`config.mk`:
```
export PLATFORM = sky130hd
export DESIGN_NAME = uart_tx_buf
export DESIGN_NICKNAME = d
export VERILOG_FILES = /design/src/rtl/uart_tx_buf_pkg.sv /design/src/rtl/uart_tx_buf_fifo.sv /design/src/rtl/uart_tx_buf.sv
export SDC_FILE = /design/constraint.sdc
export NUM_CORES = 1
export LEC_CHECK = 0
export BUFFER_PORTS_ARGS = -buffer_cell sky130_fd_sc_hd__buf_2
export CAP_MARGIN = 40
export CORE_MARGIN = 2
export CORE_UTILIZATION = 44
export DETAILED_ROUTE_END_ITERATION = 10
export PLACE_DENSITY = 0.71
export SYNTH_ARGS = -nofsm -noshare
export SYNTH_HDL_FRONTEND = slang
export SYNTH_SLANG_ARGS = --single-unit
export TNS_END_PERCENT = 20
```
`constraint.sdc`:
```
create_clock -name clk -period 3.3 [get_ports clk]
set_input_delay 0.99 -clock clk [delete_from_list [all_inputs] [get_ports clk]]
set_output_delay 0.99 -clock clk [all_outputs]
set_load 0.01 [all_outputs]
```
`src/rtl/uart_tx_buf_pkg.sv`:
```
// Shared constants for the UART transmit buffer.
// Holds the register offsets, STATUS/CTRL bit positions, FSM state encoding
// and the WAIT_BUSY timeout.
package uart_tx_buf_pkg;

  // Register offsets within the UART window
  localparam logic [3:0] ADDR_TXDATA = 4'h0;
  localparam logic [3:0] ADDR_STATUS = 4'h4;
  localparam logic [3:0] ADDR_CTRL   = 4'h8;

  // STATUS bit positions
  localparam int unsigned ST_EMPTY  = 0;
  localparam int unsigned ST_FULL   = 1;
  localparam int unsigned ST_OVF    = 2;
  localparam int unsigned ST_BUSY   = 3;
  localparam int unsigned ST_IRQ_EN = 4;
  localparam int unsigned ST_COUNT  = 8;

  // CTRL bit positions
  localparam int unsigned CTRL_OVF_CLR = 0;
  localparam int unsigned CTRL_FLUSH   = 1;
  localparam int unsigned CTRL_IRQ_EN  = 2;

  // Transmit FSM state encoding
  localparam logic [1:0] S_IDLE      = 2'd0;
  localparam logic [1:0] S_WAIT_BUSY = 2'd1;
  localparam logic [1:0] S_WAIT_DONE = 2'd2;

  // Cycles WAIT_BUSY tolerates tx_ready staying high before assuming the byte went out
  localparam int unsigned BUSY_TIMEOUT = 4;
  localparam int unsigned TMO_W        = 2;

endpackage

```
`src/rtl/uart_tx_buf_fifo.sv`:
```
// Synchronous FIFO with flush, count and same-cycle push+pop when full.
// Ports:
//   clk, rst         clock, async active-high reset
//   push, push_data  write request and data
//   pop              read request (ignored when empty)
//   flush            clear pointers and count; wins over push
//   head_c           data at read pointer (combinational)
//   full_c, empty_c  occupancy flags (combinational from count)
//   push_ok_c        push is accepted this cycle
//   count            fill count (registered)
module sync_fifo #(
  parameter int unsigned DATA_W   = 8,
  parameter int unsigned DEPTH    = 16,
  parameter int unsigned CNT_BITS = $clog2(DEPTH) + 1
) (
  input  logic                clk,
  input  logic                rst,
  input  logic                push,
  input  logic [DATA_W-1:0]   push_data,
  input  logic                pop,
  input  logic                flush,
  output logic [DATA_W-1:0]   head_c,
  output logic                full_c,
  output logic                empty_c,
  output logic                push_ok_c,
  output logic [CNT_BITS-1:0] count
);

  localparam int unsigned PTR_W = $clog2(DEPTH);

  logic [DATA_W-1:0] mem [DEPTH];
  logic [PTR_W-1:0]  wr_ptr;
  logic [PTR_W-1:0]  rd_ptr;
  logic              do_pop;

  assign full_c    = (count == CNT_BITS'(DEPTH));
  assign empty_c   = (count == '0);
  assign do_pop    = pop & ~empty_c;
  // A pop in the same cycle frees a slot, so a full FIFO still accepts the push
  assign push_ok_c = push & ~flush & (~full_c | do_pop);
  assign head_c    = mem[rd_ptr];

  // Storage, no reset needed
  always_ff @(posedge clk) begin
    if (push_ok_c) mem[wr_ptr] <= push_data;
  end

  // Pointers and count; pointers wrap naturally since DEPTH is a power of two
  always_ff @(posedge clk or posedge rst) begin
    if (rst) begin
      wr_ptr <= '0;
      rd_ptr <= '0;
      count  <= '0;
    end else if (flush) begin
      wr_ptr <= '0;
      rd_ptr <= '0;
      count  <= '0;
    end else begin
      if (push_ok_c) wr_ptr <= wr_ptr + PTR_W'(1);
      if (do_pop)    rd_ptr <= rd_ptr + PTR_W'(1);
      count <= count + CNT_BITS'(push_ok_c) - CNT_BITS'(do_pop);
    end
  end

endmodule

```
`src/rtl/uart_tx_buf.sv`:
```
// Bus-slave transmit buffer in front of the UART transmitter.
// Firmware writes bytes into a FIFO; an FSM feeds them to the transmitter
// over the sendData/sendReq/ready handshake.
// Ports:
//   clk, rst                       clock, async active-high reset
//   bus_req/we/addr/wdata/be       slave request
//   bus_rdata                      combinational read data
//   tx_data, tx_req                byte and one-cycle send pulse (registered)
//   tx_ready                       transmitter idle
//   irq_o                          low-watermark level interrupt (registered)
module uart_tx_buf
  import uart_tx_buf_pkg::*;
#(
  parameter int unsigned DEPTH    = 16,
  parameter int unsigned LOW_WM   = 4,
  parameter int unsigned CNT_BITS = $clog2(DEPTH) + 1
) (
  input  logic        clk,
  input  logic        rst,
  input  logic        bus_req,
  input  logic        bus_we,
  input  logic [3:0]  bus_addr,
  input  logic [31:0] bus_wdata,
  input  logic [3:0]  bus_be,
  output logic [31:0] bus_rdata,
  output logic [7:0]  tx_data,
  output logic        tx_req,
  input  logic        tx_ready,
  output logic        irq_o
);

  logic [1:0]          state;
  logic [1:0]          state_nx;
  logic [TMO_W-1:0]    tmo;
  logic [TMO_W-1:0]    tmo_nx;
  logic [7:0]          tx_data_nx;
  logic                tx_req_nx;
  logic                pop_c;

  logic                overflow;
  logic                irq_en;

  logic                wr_en_c;
  logic                txdata_wr_c;
  logic                ctrl_wr_c;
  logic                flush_c;
  logic                ovf_clr_c;
  logic                dropped_c;

  logic [7:0]          head_c;
  logic                full_c;
  logic                empty_c;
  logic                push_ok_c;
  logic [CNT_BITS-1:0] count;

  logic [31:0]         status_c;
  logic [31:0]         ctrl_rd_c;
  logic                unused_ok;

  // Bus write decode
  assign wr_en_c     = bus_req & bus_we;
  assign txdata_wr_c = wr_en_c & (bus_addr == ADDR_TXDATA) & bus_be[0];
  assign ctrl_wr_c   = wr_en_c & (bus_addr == ADDR_CTRL) & bus_be[0];
  assign flush_c     = ctrl_wr_c & bus_wdata[CTRL_FLUSH];
  assign ovf_clr_c   = ctrl_wr_c & bus_wdata[CTRL_OVF_CLR];
  // A push discarded by a flush is not an overflow
  assign dropped_c   = txdata_wr_c & ~flush_c & ~push_ok_c;

  assign unused_ok   = ^{bus_wdata[31:8], bus_be[3:1]};

  sync_fifo #(
    .DATA_W   (8),
    .DEPTH    (DEPTH),
    .CNT_BITS (CNT_BITS)
  ) u_fifo (
    .clk       (clk),
    .rst       (rst),
    .push      (txdata_wr_c),
    .push_data (bus_wdata[7:0]),
    .pop       (pop_c),
    .flush     (flush_c),
    .head_c    (head_c),
    .full_c    (full_c),
    .empty_c   (empty_c),
    .push_ok_c (push_ok_c),
    .count     (count)
  );

  // FSM state and registered outputs
  always_ff @(posedge clk or posedge rst) begin
    if (rst) begin
      state   <= S_IDLE;
      tmo     <= '0;
      tx_data <= '0;
      tx_req  <= 1'b0;
    end else begin
      state   <= state_nx;
      tmo     <= tmo_nx;
      tx_data <= tx_data_nx;
      tx_req  <= tx_req_nx;
    end
  end

  // FSM next-state and pop decision
  always_comb begin
    state_nx   = state;
    tmo_nx     = tmo;
    tx_data_nx = tx_data;
    tx_req_nx  = 1'b0;
    pop_c      = 1'b0;
    case (state)
      S_IDLE: begin
        if (!empty_c && tx_ready) begin
          pop_c      = 1'b1;
          tx_data_nx = head_c;
          tx_req_nx  = 1'b1;
          tmo_nx     = '0;
          state_nx   = S_WAIT_BUSY;
        end
      end
      S_WAIT_BUSY: begin
        if (!tx_ready) begin
          state_nx = S_WAIT_DONE;
        end else if (tmo == TMO_W'(BUSY_TIMEOUT - 1)) begin
          // Transmitter never showed busy; treat the byte as sent
          state_nx = S_IDLE;
        end else begin
          tmo_nx = tmo + TMO_W'(1);
        end
      end
      S_WAIT_DONE: begin
        if (tx_ready) state_nx = S_IDLE;
      end
      default: state_nx = S_IDLE;
    endcase
  end

  // Sticky overflow, irq enable and registered interrupt
  always_ff @(posedge clk or posedge rst) begin
    if (rst) begin
      overflow <= 1'b0;
      irq_en   <= 1'b0;
      irq_o    <= 1'b0;
    end else begin
      // A drop in the same cycle as a clear leaves the flag set
      if (dropped_c)      overflow <= 1'b1;
      else if (ovf_clr_c) overflow <= 1'b0;
      if (ctrl_wr_c) irq_en <= bus_wdata[CTRL_IRQ_EN];
      irq_o <= irq_en & (count <= CNT_BITS'(LOW_WM));
    end
  end

  // Register read mux
  always_comb begin
    status_c = '0;
    status_c[ST_EMPTY]             = empty_c;
    status_c[ST_FULL]              = full_c;
    status_c[ST_OVF]               = overflow;
    status_c[ST_BUSY]              = (state != S_IDLE);
    status_c[ST_IRQ_EN]            = irq_en;
    status_c[ST_COUNT +: CNT_BITS] = count;

    ctrl_rd_c = '0;
    ctrl_rd_c[CTRL_IRQ_EN] = irq_en;

    bus_rdata = '0;
    if (bus_req) begin
      case (bus_addr)
        ADDR_TXDATA, ADDR_STATUS: bus_rdata = status_c;
        ADDR_CTRL:                bus_rdata = ctrl_rd_c;
        default:                  bus_rdata = '0;
      endcase
    end
  end

endmodule
```
# ---- After elaboration in Yosys (flattened, before gate mapping)
# Memory sizes are Yosys's and may differ from the RTL's. A register that Yosys moved wholly into a read port is not among the register bits.
# Cells that the tools add are included.
# Widths: inputs -> output; s select.
dict set report op_classes {
  n_addsub 5
  n_lt_le_gt_ge 1
  eq_ne 11
  mux 22
  bitwise_logic 17
  n_reduce_logical 14
}
# operator n
set op_table {}
lappend op_table {{$pmux 13 s2} 1}
lappend op_table {{$mux 4} 4}
lappend op_table {{$mux 2} 7}
lappend op_table {{$mux 13} 1}
lappend op_table {{$and 1x1->1} 12}
lappend op_table {{$reduce_bool 2->1} 5}
lappend op_table {{$add 4x1->4 const B} 2}
lappend op_table {{$ne 2x2->1 const B} 4}
lappend op_table {{$mux 1} 6}
lappend op_table {{$pmux 2 s3} 1}
lappend op_table {{$add 5x1->5} 1}
lappend op_table {{$eq 5x5->1 const B} 1}
lappend op_table {{$le 5x3->1 const B} 1}
lappend op_table {{$logic_not 5->1} 1}
lappend op_table {{$mux 5} 1}
lappend op_table {{$sub 5x1->5} 1}
lappend op_table {{$eq 2x2->1 const B} 2}
lappend op_table {{$eq 4x3->1 const B} 1}
lappend op_table {{$eq 4x4->1 const B} 1}
lappend op_table {{$logic_not 4->1} 1}
lappend op_table {{$not 1->1} 4}
lappend op_table {{$pmux 2 s2} 1}
lappend op_table {{$reduce_and 4->1} 1}
lappend op_table {{$ne 3x3->1 const B} 1}
lappend op_table {{other kinds (9)} 9}
dict set report word_totals {
  register_bits 21
  ram_bits 128
  input_bits 45
  out_inout_bits 42
  elab_cells 80
  mem_count 1
}
# memory words word_bits read_ports rd_clocked_by_memory_dff wr line
set memory_table {}
lappend memory_table {u_fifo.mem 16 8 1 1 1 uart_tx_buf_fifo.sv:31} ;# logic [DATA_W-1:0] mem [DEPTH];

# ---- Logic depth before layout (Yosys ltp)
dict set report depth {
  ltp_word 11
  depth_mapped 14
  mapped_depth_nobuf 14
}

# ---- Hierarchy
# A second synthesis with hierarchy kept.
dict set report hier_totals {
  cells_unflattened 425
  area_unflattened_um2 6860.3
}
# mod instances cells_each area_per_inst_um2 seq_area_each_um2
set by_module_without_submodules {}
lappend by_module_without_submodules {sync_fifo 1 341 5909.4 4169.0}
lappend by_module_without_submodules {uart_tx_buf 1 84 950.9 400.4}

# ---- Worst setup path after synthesis
# OpenSTA, ideal clock, no wires.
dict set report synth_path {
  path_kind {input to register}
  startpoint {input bus_addr[1]}
  endpoint {memory u_fifo.mem[2][0] (enable)}
  arrival_ps 2838
  required_ps 2905
  path_slack_ps 67
  cell_stages 4
  cell_sequence {or3b_1 > a2111o_1 > clkbuf_1 > nor4_1}
}
dict set report synth_between {
  elab_chain_cells 9
  elab_cells_between_ends 12
  classes_between {eq/ne (1); mux (2); bitwise (8); reduce/logical (1)}
}
# item line
set synth_lines {}
lappend synth_lines {{start, declared} uart_tx_buf.sv:22} ;# input logic [3:0] bus_addr,
lappend synth_lines {{$eq 4x4->1} uart_tx_buf.sv:63} ;# assign ctrl_wr_c = wr_en_c & (bus_addr == ADDR_CTRL) & bus_be[0];
lappend synth_lines {{$and 1x1->1 (2 in a row)} uart_tx_buf.sv:63}
lappend synth_lines {{$and 1x1->1} uart_tx_buf.sv:64} ;# assign flush_c = ctrl_wr_c & bus_wdata[CTRL_FLUSH];
lappend synth_lines {{$not 1->1} uart_tx_buf_fifo.sv:40} ;# assign push_ok_c = push & ~flush & (~full_c | do_pop);
lappend synth_lines {{$and 1x1->1 * (2 in a row)} uart_tx_buf_fifo.sv:40}
lappend synth_lines {{$mux 1 *} uart_tx_buf_fifo.sv:45} ;# if (push_ok_c) mem[wr_ptr] <= push_data;
lappend synth_lines {{$mux 1 (implied by the code) *} uart_tx_buf_fifo.sv:45}
lappend synth_lines {{end, declared} uart_tx_buf_fifo.sv:31}
# Every way passes the cells marked *; elsewhere a longest branch is shown, timed or not.

# ---- Worst setup path in the final report
dict set report layout_path {
  startpoint {input bus_addr[1]}
  endpoint {output bus_rdata[1]}
}
dict set report layout_between {
  elab_chain_cells 4
  elab_cells_between_ends 6
  classes_between {eq/ne (2); mux (2); reduce/logical (2)}
}
# item line
set layout_lines {}
lappend layout_lines {{$eq 4x3->1 / $logic_not 4->1 (equally long branches)} uart_tx_buf.sv:168} ;# case (bus_addr)
lappend layout_lines {{$reduce_or 2->1} uart_tx_buf.sv:168}
lappend layout_lines {{$pmux 13 s2 *} uart_tx_buf.sv:168}
lappend layout_lines {{$mux 13 *} uart_tx_buf.sv:167} ;# if (bus_req) begin
lappend layout_lines {{end, declared} uart_tx_buf.sv:25} ;# output logic [31:0] bus_rdata,
# Marks and branches as above.

==> results.txt <==
Core area: 0.01509 sq mm
CTS Hold Bufs: 0
DP Worst Slack: 0.07480 ns
Reg area: 0.004571 sq mm
Crit share post-route: 0.9232
Internal Power: 4224 uW
Initial antenna violation count: 0
Crit path capture type: primary output
Drt wl/cell: 18.47 um
DRC Markers: 0
Max-slew violations: 0
CTS tree: done
Syn Inst Count: 408
Part of the power in the clock network: 0.315
Clk buf depth: 2
P_sw: 1726 uW
Max-Cap Viols: 0
Status: finished clean
Worst R2R Start: u_fifo.count[2]
Placed instance count: 640
Vias in the first global route: 3,697
Via density: 5.350
Layout cell share with drive strength beyond 1: 0.2727
Ant. Diodes: 0
Syn avg cell area: 16.49 sq um
Max_slew headroom: 0.5285
Crit path max fanout: 10
IO Port Bufs: 37
Final #Nets: 531
Placer Congestion: 0.7267
First-pass GRT wire length: 19.73 mm
Drt total wl: 12.41 mm
Worst hold path class: in2async
Final Hold Vio Count: 0
Global route overflow: 0
Data required time of the worst path: 2.31 ns
GRT Overall Usage: 0.1620
Leak: 0.002917 uW
Synth warn: 0
Cell row count: 45
Die extent in x: 127.6 um
Crit path DAT: 2.06 ns
Most frequent cells in the layout: 128 x edfxtp_1, 37 x buf_2, 32 x mux4_2
Dpl cell area: 0.007207 sq mm
DPL Wire Length: 8.241 mm
Clk pin slew, worst setup/hold paths: 0.06 ns
Fill cell count: 1,209
Die H: 127.6 um
ANT nets after route: 0
Post-layout min period: 3.047 ns
FFs w/ async S/R, synth: 0.1847
Fin worst setup slack: 0.2533 ns
Multi-input gate area: 0.001878 sq mm
Flip-flop and latch count after synthesis: 157
Most used DFF post-synth: edfxtp_1
Most common cell after layout, fill and taps aside: edfxtp_1
Pwr/cell area: 764.7 mW/mm^2
Distinct cells, synth: 45
Crit start category: input pin
Clock skew: 0.008806 ns
Switching part of the total: 0.2901
RSZ-0062 raised after global routing: false
Vias: 3,595
Slew @ Worst Pin: 0.7072 ns
Sequential share of power: 0.420
Clock latency at the later pin of the worst-skew pair: 0.41 ns
Synth top area share: 0.5714
H-tree Lvls: 4
Root buf cell: clkbuf_16
# IOs: 87
Critical Path Source: bus_addr[1]
Seq/Total Area, Yosys: 0.6793
Worst vdd ir: 444.7 uV
Pin count of the biggest net entering global routing: 35
Number of CTS-inserted buffers: 17
Synth area leaders: edfxtp_1 57%, dfrtp_1 11%, mux4_2 11%, ha_1 2.6%, buf_4 2.6%
Drt first pass iters: 6
Clock sink count: 157
Die area: 0.01629 sq mm
Final hold slack: 0.4862 ns
Setup tns final: 0 ns
Starting density of the core: 0.4458
Cell taking the most area after synthesis: edfxtp_1
Initial detailed-routing violation count: 303
Syn-to-layout area delta: 15.68%
Setup Buffers After CTS: 0
Comb power frac: 0.265
Cell Count, Final, Fillers Out: 672
Setup violations, final: 0
Number of synthesized flops with an enable pin: 128
WS Path Type: in2out
CTS resizes: 0
Cell area after layout: 0.007781 sq mm
Max Fclk: 328.2 MHz
Synthesized cell area: 0.006726 sq mm
cells in the mapped netlist, types with 3 or more instances:
cell	n
edfxtp_1	128
mux4_2	32
dfrtp_1	29
buf_4	23
inv_1	22
a21oi_1	16
nor2_1	15
ha_1	14
nand2_1	12
clkbuf_1	11
nor2b_1	11
a211o_1	8
a22o_1	8
mux2i_1	8
nor4_1	8
nand3_1	7
nor3_1	7
and2_1	6
buf_2	6
o21ai_0	4
xnor2_1	3
xor2_1	3
state kept, by name, indices dropped and copies added (netlist names):
signal / count
u_fifo.count: 5
u_fifo.rd_ptr: 4
irq_en: 1
u_fifo.wr_ptr: 4
overflow: 1
state: 2
tmo: 2
u_fifo.mem: 128
tx_data: 8
irq_o: 1
tx_req: 1
metal layers:
metal | part of all wire | GRT usage
met3 | 0.053 | 0.03183
met5 | 0 | 0
met4 | 0.0064 | 0.05042
met2 | 0.49 | 0.2661
met1 | 0.45 | 0.2205
kinds of logic after synthesis:
group / count (synthesis) / synth area share
buffers and inverters: 66 / 0.05320
AOI/OAI and AO/OA: 42 / 0.04297
muxes: 42 / 0.1230
and+or+nand+nor: 79 / 0.06417
DFF: 157 / 0.6793
other: 1 / 0.0005575
xor gates and xnor gates: 6 / 0.007814
adders and majority gates: 15 / 0.02902
power groups by stage:
stage          combinational (uW)  sequential [uW]  clock [uW]
2_1_floorplan                1290             2440           0
3_3_place_gp                 1560             2530           0
3_5_place_dp                 1580             2540           0
4_1_cts                      1590             2500        1910
5_1_grt                      1760             2530        1990
6_report                     1580             2500        1870
layout make-up:
type,instances,area share
clock inverters,13,0.01817
clock buffers,19,0.05564
well taps,188,0.03023
repair buffers,66,0.05596
flip-flops and latches,157,0.5874
inverters,23,0.01126
multi-input cells,206,0.2414
critical path: stages:
cell,delay [ns]
buf_2,0.09
or3b_1,0.38
buf_4,0.18
nor2_1,0.15
and2_1,0.14
buf_2,0.12
metrics by stage:
step / total power, uW / utilization
after floorplan: 3729 / -
after global placement: 4085 / 0.4758
after detailed placement: 4124 / 0.4776
after CTS: 6005 / 0.5157
after global routing: 6270 / 0.5157
final: 5950 / 0.5157
worst paths after layout:
path                                   end  cells after the start  slack (ns)
max in group asynchronous       tx_data[4]                      4        2.22
setup reg to reg           u_fifo.count[4]                     14        0.36
hold reg to reg                 tx_data[3]                      1        0.50
min in group clk                tx_data[3]                      1        0.50
hold / removal                    state[0]                      2        0.49
setup / recovery              bus_rdata[1]                      6        0.25
Power figures use the tool's default switching activity.
